## src/rtl/sys_defs.sv

```systemverilog
// ----------------------------------------------------------------------------
// sys_defs: shared types and constants for the execute pipeline.
//   DATA       - 32-bit datapath word
//   REG_IDX    - 5-bit architectural register index
//   ALU_FUNC   - ALU opcode enumeration
//   OPA_SELECT - operand A source (RS1, PC, ZERO)
//   OPB_SELECT - operand B source (RS2, IMM, FOUR)
// ----------------------------------------------------------------------------
package sys_defs;

  localparam int DATA_W = 32;
  localparam int REG_W  = 5;

  typedef logic [DATA_W-1:0] DATA;
  typedef logic [REG_W-1:0]  REG_IDX;

  typedef enum logic [3:0] {
    ALU_ADD  = 4'd0,
    ALU_SUB  = 4'd1,
    ALU_AND  = 4'd2,
    ALU_OR   = 4'd3,
    ALU_XOR  = 4'd4,
    ALU_SLL  = 4'd5,
    ALU_SRL  = 4'd6,
    ALU_SRA  = 4'd7,
    ALU_SLT  = 4'd8,
    ALU_SLTU = 4'd9
  } ALU_FUNC;

  typedef enum logic [1:0] {
    OPA_RS1  = 2'd0,
    OPA_PC   = 2'd1,
    OPA_ZERO = 2'd2
  } OPA_SELECT;

  typedef enum logic [1:0] {
    OPB_RS2  = 2'd0,
    OPB_IMM  = 2'd1,
    OPB_FOUR = 2'd2
  } OPB_SELECT;

  // Constant operand used for PC+4 style link computations.
  localparam DATA OPB_FOUR_VAL = 32'd4;

endpackage

```

## src/rtl/alu.sv

```systemverilog
// ----------------------------------------------------------------------------
// alu: purely combinational integer ALU, 32-bit wraparound arithmetic.
//   i_opa, i_opb  in  DATA      operands
//   i_func        in  ALU_FUNC  operation select
//   o_result      out DATA      result (0 for undefined opcodes)
// ----------------------------------------------------------------------------
module alu
  import sys_defs::*;
(
  input  DATA     i_opa,
  input  DATA     i_opb,
  input  ALU_FUNC i_func,
  output DATA     o_result
);

  logic signed [DATA_W-1:0] w_opa_s;
  logic signed [DATA_W-1:0] w_opb_s;
  logic        [4:0]        w_shamt;

  assign w_opa_s = i_opa;
  assign w_opb_s = i_opb;
  assign w_shamt = i_opb[4:0];

  always_comb begin
    o_result = '0;
    case (i_func)
      ALU_ADD:  o_result = i_opa + i_opb;
      ALU_SUB:  o_result = i_opa - i_opb;
      ALU_AND:  o_result = i_opa & i_opb;
      ALU_OR:   o_result = i_opa | i_opb;
      ALU_XOR:  o_result = i_opa ^ i_opb;
      ALU_SLL:  o_result = i_opa << w_shamt;
      ALU_SRL:  o_result = i_opa >> w_shamt;
      ALU_SRA:  o_result = DATA'(w_opa_s >>> w_shamt);
      ALU_SLT:  o_result = {{(DATA_W-1){1'b0}}, (w_opa_s < w_opb_s)};
      ALU_SLTU: o_result = {{(DATA_W-1){1'b0}}, (i_opa < i_opb)};
      default:  o_result = '0;
    endcase
  end

endmodule

```

## src/rtl/ex_stage.sv

```systemverilog
// ----------------------------------------------------------------------------
// ex_stage: two-deep execute pipeline (operand capture -> ALU -> result).
//   clock, reset_n (async, active-low), squash (sync flush of both stages)
//   in_valid/in_ready     upstream handshake; in_* carry the decoded op
//   in_opa_sel/in_opb_sel operand source selects, applied at capture
//   in_rs1_idx/in_rs2_idx source indices, only consulted for bypass
//   out_valid/out_ready   downstream handshake
//   out_result/out_dest_reg registered ALU result and its destination
// Optional feature macro: EX_BYPASS_EN forwards in-flight results into the
// RS1/RS2 operand values at capture (stage A has priority over stage B).
// ----------------------------------------------------------------------------
module ex_stage
  import sys_defs::*;
(
  input  logic      clock,
  input  logic      reset_n,
  input  logic      squash,
  input  logic      in_valid,
  output logic      in_ready,
  input  OPA_SELECT in_opa_sel,
  input  OPB_SELECT in_opb_sel,
  input  DATA       in_rs1_value,
  input  DATA       in_rs2_value,
  input  DATA       in_pc,
  input  DATA       in_imm,
  input  REG_IDX    in_rs1_idx,
  input  REG_IDX    in_rs2_idx,
  input  ALU_FUNC   in_alu_func,
  input  REG_IDX    in_dest_reg,
  output logic      out_valid,
  input  logic      out_ready,
  output DATA       out_result,
  output REG_IDX    out_dest_reg
);

  DATA     r_opa_p0;
  DATA     r_opb_p0;
  ALU_FUNC r_func_p0;
  REG_IDX  r_dest_p0;
  logic    r_vld_p0;

  DATA     r_result_p1;
  REG_IDX  r_dest_p1;
  logic    r_vld_p1;

  logic    w_b_adv;
  logic    w_a_adv;
  logic    w_in_xfer;
  DATA     w_alu_result;
  DATA     w_rs1_val;
  DATA     w_rs2_val;
  DATA     w_opa;
  DATA     w_opb;

  assign w_b_adv   = !r_vld_p1 || out_ready;
  assign w_a_adv   = r_vld_p0 && w_b_adv;
  assign in_ready  = !r_vld_p0 || w_b_adv;
  assign w_in_xfer = in_valid && in_ready;

`ifdef EX_BYPASS_EN
  // Youngest producer wins: stage A's live ALU output, then stage B's result.
  function automatic DATA bypass(input REG_IDX idx, input DATA val,
                                 input logic vld_p0, input REG_IDX dest_p0,
                                 input DATA alu_res, input logic vld_p1,
                                 input REG_IDX dest_p1, input DATA res_p1);
    DATA r;
    r = val;
    if (idx != '0 && vld_p0 && idx == dest_p0)      r = alu_res;
    else if (idx != '0 && vld_p1 && idx == dest_p1) r = res_p1;
    return r;
  endfunction

  assign w_rs1_val = bypass(in_rs1_idx, in_rs1_value, r_vld_p0, r_dest_p0,
                            w_alu_result, r_vld_p1, r_dest_p1, r_result_p1);
  assign w_rs2_val = bypass(in_rs2_idx, in_rs2_value, r_vld_p0, r_dest_p0,
                            w_alu_result, r_vld_p1, r_dest_p1, r_result_p1);
`else
  // Source indices carry no meaning without forwarding.
  logic w_unused_idx;
  assign w_unused_idx = ^{in_rs1_idx, in_rs2_idx};
  assign w_rs1_val    = in_rs1_value;
  assign w_rs2_val    = in_rs2_value;
`endif

  always_comb begin
    w_opa = '0;
    case (in_opa_sel)
      OPA_RS1:  w_opa = w_rs1_val;
      OPA_PC:   w_opa = in_pc;
      OPA_ZERO: w_opa = '0;
      default:  w_opa = '0;
    endcase
  end

  always_comb begin
    w_opb = '0;
    case (in_opb_sel)
      OPB_RS2:  w_opb = w_rs2_val;
      OPB_IMM:  w_opb = in_imm;
      OPB_FOUR: w_opb = OPB_FOUR_VAL;
      default:  w_opb = '0;
    endcase
  end

  // ---- stage A: operand capture -------------------------------------------
  always_ff @(posedge clock or negedge reset_n) begin
    if (!reset_n) begin
      r_opa_p0  <= '0;
      r_opb_p0  <= '0;
      r_func_p0 <= ALU_ADD;
      r_dest_p0 <= '0;
      r_vld_p0  <= 1'b0;
    end else if (squash) begin
      r_vld_p0  <= 1'b0;
    end else if (w_in_xfer) begin
      r_opa_p0  <= w_opa;
      r_opb_p0  <= w_opb;
      r_func_p0 <= in_alu_func;
      r_dest_p0 <= in_dest_reg;
      r_vld_p0  <= 1'b1;
    end else if (w_a_adv) begin
      r_vld_p0  <= 1'b0;
    end
  end

  alu u_alu (
    .i_opa    (r_opa_p0),
    .i_opb    (r_opb_p0),
    .i_func   (r_func_p0),
    .o_result (w_alu_result)
  );

  // ---- stage B: registered result -----------------------------------------
  always_ff @(posedge clock or negedge reset_n) begin
    if (!reset_n) begin
      r_result_p1 <= '0;
      r_dest_p1   <= '0;
      r_vld_p1    <= 1'b0;
    end else if (squash) begin
      r_vld_p1    <= 1'b0;
    end else if (w_a_adv) begin
      r_result_p1 <= w_alu_result;
      r_dest_p1   <= r_dest_p0;
      r_vld_p1    <= 1'b1;
    end else if (w_b_adv) begin
      r_vld_p1    <= 1'b0;
    end
  end

  assign out_valid    = r_vld_p1;
  assign out_result   = r_result_p1;
  assign out_dest_reg = r_dest_p1;

endmodule

```

## config.mk

```make
export PLATFORM = sky130hd
export DESIGN_NAME = ex_stage
export DESIGN_NICKNAME = d
export VERILOG_FILES = /design/src/rtl/sys_defs.sv /design/src/rtl/alu.sv /design/src/rtl/ex_stage.sv
export SDC_FILE = /design/constraint.sdc
export NUM_CORES = 1
export LEC_CHECK = 0
export BUFFER_PORTS_ARGS = -buffer_cell sky130_fd_sc_hd__buf_2
export CAP_MARGIN = 5
export CELL_PAD_IN_SITES_DETAIL_PLACEMENT = 1
export CELL_PAD_IN_SITES_GLOBAL_PLACEMENT = 2
export CORE_UTILIZATION = 30
export DETAILED_ROUTE_END_ITERATION = 7
export GPL_TIMING_DRIVEN = 0
export PLACE_DENSITY_LB_ADDON = 0.1
export SLEW_MARGIN = 20
export SYNTH_ARGS = -nofsm -noshare
export SYNTH_HDL_FRONTEND = slang
export SYNTH_SLANG_ARGS = --single-unit
export TNS_END_PERCENT = 1
```

## constraint.sdc

```tcl
create_clock -name clock -period 4.4 [get_ports clock]
set_input_delay 0.44 -clock clock [delete_from_list [all_inputs] [get_ports clock]]
set_output_delay 0.44 -clock clock [all_outputs]
set_load 0.01 [all_outputs]
```

## Yosys cells after proc, flatten, opt, wreduce, memory -nomap -nowiden

Cells that the tools add are included.

| operators by class | value |
|---|---|
| add/sub/neg operators | 2 |
| $lt $le $gt $ge | 2 |
| equal/unequal tests | 12 |
| shift-type cells | 3 |
| multiplexer cells | 9 |
| bitwise operators | 4 |
| reduce and logical (&&, ||, !) cells | 13 |

Operator list:

| kind | number |
|---|---|
| $pmux 32 s10 | 1 |
| $pmux 32 s3 | 1 |
| $lt 32x32->1 | 2 |
| $pmux 32 s2 | 1 |
| $add 32x32->32 | 1 |
| $and 32x32->32 | 1 |
| $or 32x32->32 | 1 |
| $shl 32x5->32 | 1 |
| $shr 32x5->32 | 1 |
| $sshr 32x5->32 | 1 |
| $sub 32x32->32 | 1 |
| $xor 32x32->32 | 1 |
| $eq 4x3->1 const B | 4 |
| $eq 4x2->1 const B | 2 |
| $eq 4x4->1 const B | 2 |
| $mux 1 | 6 |
| $reduce_bool 3->1 | 2 |
| $eq 2x1->1 const B | 2 |
| $eq 4x1->1 const B | 1 |
| $logic_not 2->1 | 2 |
| $logic_not 4->1 | 1 |
| $reduce_and 2->1 | 2 |
| $eq 2x2->1 const B | 1 |
| $logic_and 1x1->1 | 2 |
| 3 further kinds | 5 |

| storage, ports and cells | value |
|---|---|
| register bits after elaboration | 112 |
| input bits | 156 |
| output and inout port bits | 39 |
| logic and storage cells | 53 |

## Longest topological paths before layout

| logic depth | value |
|---|---|
| depth in word-level cells | 6 |
| depth in mapped cells | 15 |
| gate-level depth less buffers | 12 |

## Cells and area by module

From an unflattened synthesis, not the netlist that was laid out.

| unflattened totals | value |
|---|---|
| cells, all modules | 1646 |
| area, all modules | 13613.1 um^2 |

By module, submodules not included:

| module | instances | cells an instance | area each (um^2) | seq. area each (um^2) |
|---|---|---|---|---|
| alu | 1 | 1260 | 8440.6 | 0.0 |
| ex_stage | 1 | 386 | 5172.5 | 2802.7 |

## Worst setup path after synthesis

Ideal clock, no wire load.

| path | value |
|---|---|
| kind | reg-to-reg |
| start | reg r_opb_p0[2] |
| end | reg r_result_p1[16] (netlist: out_result[16]) |
| arrival time | 3809 ps |
| path slack | 462 ps |
| cell stages (with the launch flop) | 14 |
| path buffers | 3 |
| clock period less this slack | 3938 ps |
| path through | dfrtp_1 inv_1 buf_2 buf_1 buf_1 ha_1 nor2b_1 o2111a_1 o21a_1 or4_1 a31o_2 a221o_1 a211oi_1 o21ai_1 |

| on the way | value |
|---|---|
| word-level cells in the longest chain between the ends | 2 |
| elaborated cells between the ends (all ways) | 6 |

RTL lines:

| what | line | source |
|---|---|---|
| start: declaration | ex_stage.sv:37 | `DATA r_opb_p0;` |
| start signal: assignment | ex_stage.sv:117 | `r_opb_p0 <= w_opb;` |
| $sub 32x32->32 (tied with other cells) | alu.sv:28 | `ALU_SUB: o_result = i_opa - i_opb;` |
| $pmux 32 s10 (*) | alu.sv:26 | `case (i_func)` |
| end signal: assignment | ex_stage.sv:142 | `r_result_p1 <= w_alu_result;` |
| end: declaration | ex_stage.sv:42 | `DATA r_result_p1;` |

Mark *: on every way between the ends. The rest lies on a longest branch, timed or not.
A chain may end at the register's enable or synchronous reset.

## Worst setup path after layout

| path | value |
|---|---|
| start | reg r_opb_p0[3] |
| end | reg r_result_p1[20] (netlist: out_result[20]) |

Same word-level chain as after synthesis.

==> results_dict.tcl <==
set metrics [dict create \
    status "finished, final reports clean" \
    synth.area.top_cells "dfrtp_1, mux4_2, ha_1, mux2i_1, nor2_1" \
    route.detailed.vias_per_inst 6.135 \
    ys_types 95 \
    synthMuxAreaShare_pct 19.15 \
    fp.dieW_um 215.8 \
    synth.avg_cell_area_um2 8.184 \
    grt_usage_pct 32.19 \
    synth-compound-area-share_pct 27.14 \
    synth-simple-area-share_pct 16.91 \
    syn-num-nets 1931 \
    fin_util_pct 35.51 \
    slew_viol_final 0 \
    cts_num_sinks 112 \
    clk_latency_ps 430 \
    worstPathMaxFanout 20 \
    post-route-min-period_ps 4281 \
    hold_viol 0 \
    area_growth_pct 15.75 \
    power.density_nw_per_um2 357.9 \
    die_area_um2 46580 \
    place_area_um2 15430 \
    yosysTopAreaCell "dfrtp_1" \
    synth_top_area_share_pct 20.43 \
    grt_pass1_vias 15280 \
    dr_total_vias 15140 \
    fmax_ghz 0.2336 \
    design_area_um2 15880 \
    cts_buffer_depth 2 \
    core_area_um2 44700 \
    relSlewSlack_pct 25.20 \
    cts_root_buf "clkbuf_16" \
    fillerInstances 5473 \
    max_cap_violations 0 \
    tightest_slew_ps 1113 \
    cts_tree "built" \
    grt_first_pass_wirelength_um 108800 \
    numPortBuffers 181 \
    finalSetupViolations 0 \
    final_common_cell "buf_2" \
    hp-class "in2reg" \
    place.gp.congestion 1.012 \
    start_util_pct 30.68 \
    clk_pin_slew_ps 80 \
    synth-xor-area-share_pct 0.06386 \
    grt_start_max_net_pins 58 \
    synth_adder_area_share_pct 9.141 \
    leakage_uw 0.006712 \
    synthFlopType "dfrtp_1" \
    antenna_found_initial 1 \
    die_y_um 215.8 \
    yosysSeqAreaShare_pct 20.43 \
    htree_levels 3 \
    synth_warnings 0 \
    cts_buffers 9 \
    vdd_drop_max_mv 0.1552 \
    fin_crit_sh_pct 97.29 \
    layout-drive-gt1-share_pct 18.62 \
    total_power_uw 5681 \
    ys_async_sr_fraction_pct 100.0 \
    met2_usage_pct 50.32 \
    rsz0062_at_grt "yes" \
    grt_use_met3_pct 4.355 \
    synth_top_family_by_area "compound AO/OA/AOI/OAI gates" \
    crit_type "reg2reg" \
    rows 77 \
    nets 2124 \
    top_usage_layer "met2" \
    routed_wirelength_um 75440 \
    worstPathRequired_ps 4670 \
    synth_area_um2 13720 \
    drc_errors 0 \
    synth_cells 1676 \
    synth-edff-count 0 \
    ant_nets 0 \
    post_drt_wl_per_cell_um 30.58 \
    final_cell_mix "buf_2, nor2_1, nand2_1" \
    ys_seq_elements 112 \
    setup.worst_path.start_class "register" \
    drtIter0Drc 1292 \
    dp_hpwl_um 60630 \
    arrival_ps 4550 \
    ff2ff_setup_slack_ps 120 \
    worstSetupEndpointType "register" \
    clock_skew_ps 25.03 \
    use_met1_pct 45.15 \
    drtPass1Iterations 5 \
    io_pins 195 \
    grt_remaining_overflow 0 \
]
==> cells by family (layout without fill, tap and decap cells) <==
kind of cell             Yosys count  count (layout)
flip-flops                       112             112
AND/OR/NAND/NOR                  500             500
multiplexers                     183             183
XOR/XNOR                           1               1
AO/OA/AOI/OAI                    534             534
adder cells (fa/ha/maj)           99              99
buffers and inverters            247             445
other                              0               1
==> report_power, final <==
group,switching (uW),internal (uW)
sequential,301,1190
combinational,2140,1150
clock,501,397
==> metal layers <==
metal	share of wire [%]	wire length, um
met5	0	0
met4	3.3	2515
met3	6.6	4955
met2	45	33650
met1	45	34320
==> synthesized netlist by cell type, types with 10 or more instances <==
cell type and instances:
a211oi_1 17, a21o_1 18, a21oi_1 115, a221o_1 11, a221oi_1 34, a22oi_1 10
a31oi_1 13, buf_1 22, buf_2 18, clkbuf_1 108, dfrtp_1 112, ha_1 97
inv_1 94, mux2_2 20, mux2i_1 103, mux4_2 55, nand2_1 159, nand2b_1 15
nand3_1 16, nand4_1 10, nor2_1 166, nor2b_1 12, nor3_1 46, nor4_1 11
o211ai_1 17, o21ai_0 102, o21bai_1 10, o221ai_1 15, o22ai_1 11, o31ai_1 71
or3_1 14
==> cell type report <==
type | count | area [um2] | area share (%)
Sequential cell | 112 | 2805 | 17.67
Tap cell | 592 | 740.7 | 4.666
Clock inverter | 7 | 58.81 | 0.3704
Inverter | 94 | 364.1 | 2.294
Buffer | 148 | 628.1 | 3.956
Antenna cell | 1 | 2.502 | 0.01576
Clock buffer | 9 | 225.2 | 1.419
Timing Repair Buffer | 187 | 979.7 | 6.171
Multi-Input combinational cell | 1317 | 10070 | 63.44
==> through the flow <==
stage | setup WS, ps | TNS (ps) | hold slack (ps) | cells
after global routing | -29.60 | -81.90 | 233.0 | 2466
after detailed placement | -1144 | -18640 | 446.7 | 2451
after CTS | 91.26 | 0 | 202.4 | 2466
after floorplan | 461.9 | 0 | 144.4 | 1676
final | 119.2 | 0 | 219.3 | 2467
after global placement | -1103 | -18820 | 458.5 | 2449
==> critical path, stage by stage (launching register included) <==
cell        delay [ps]
dfrtp_2            570
clkinvlp_4         350
clkbuf_4           380
ha_1               340
clkbuf_1           210
o2111a_1           200
o21a_1             250
or4_1              580
a31oi_1            440
nor2_1             170
a221o_1            320
a21oi_1            220
o21ai_0            100
==> final timing paths <==
path / from / end / cells past startpoint
max: r_opb_p0[3]$_DFFE_PN0P_ / out_result[20]$_DFFE_PN0P_ / 12
min: squash / r_vld_p0$_DFFE_PN0P_ / 2
max reg2reg: r_opb_p0[3]$_DFFE_PN0P_ / out_result[20]$_DFFE_PN0P_ / 12
min reg2reg: out_result[20]$_DFFE_PN0P_ / out_result[20]$_DFFE_PN0P_ / 2
max in group asynchronous: reset_n / r_opb_p0[3]$_DFFE_PN0P_ / 3
min in group asynchronous: reset_n / out_result[12]$_DFFE_PN0P_ / 2
==> what timing repair did <==
item,CTS,global route
resized for setup,22,10
pin swaps,0,1
hold buffers,1,0
setup buffers,3,0
setup endpoints to repair,29,9
hold endpoints to repair,16,0
Power figures use the tool's default switching activity.
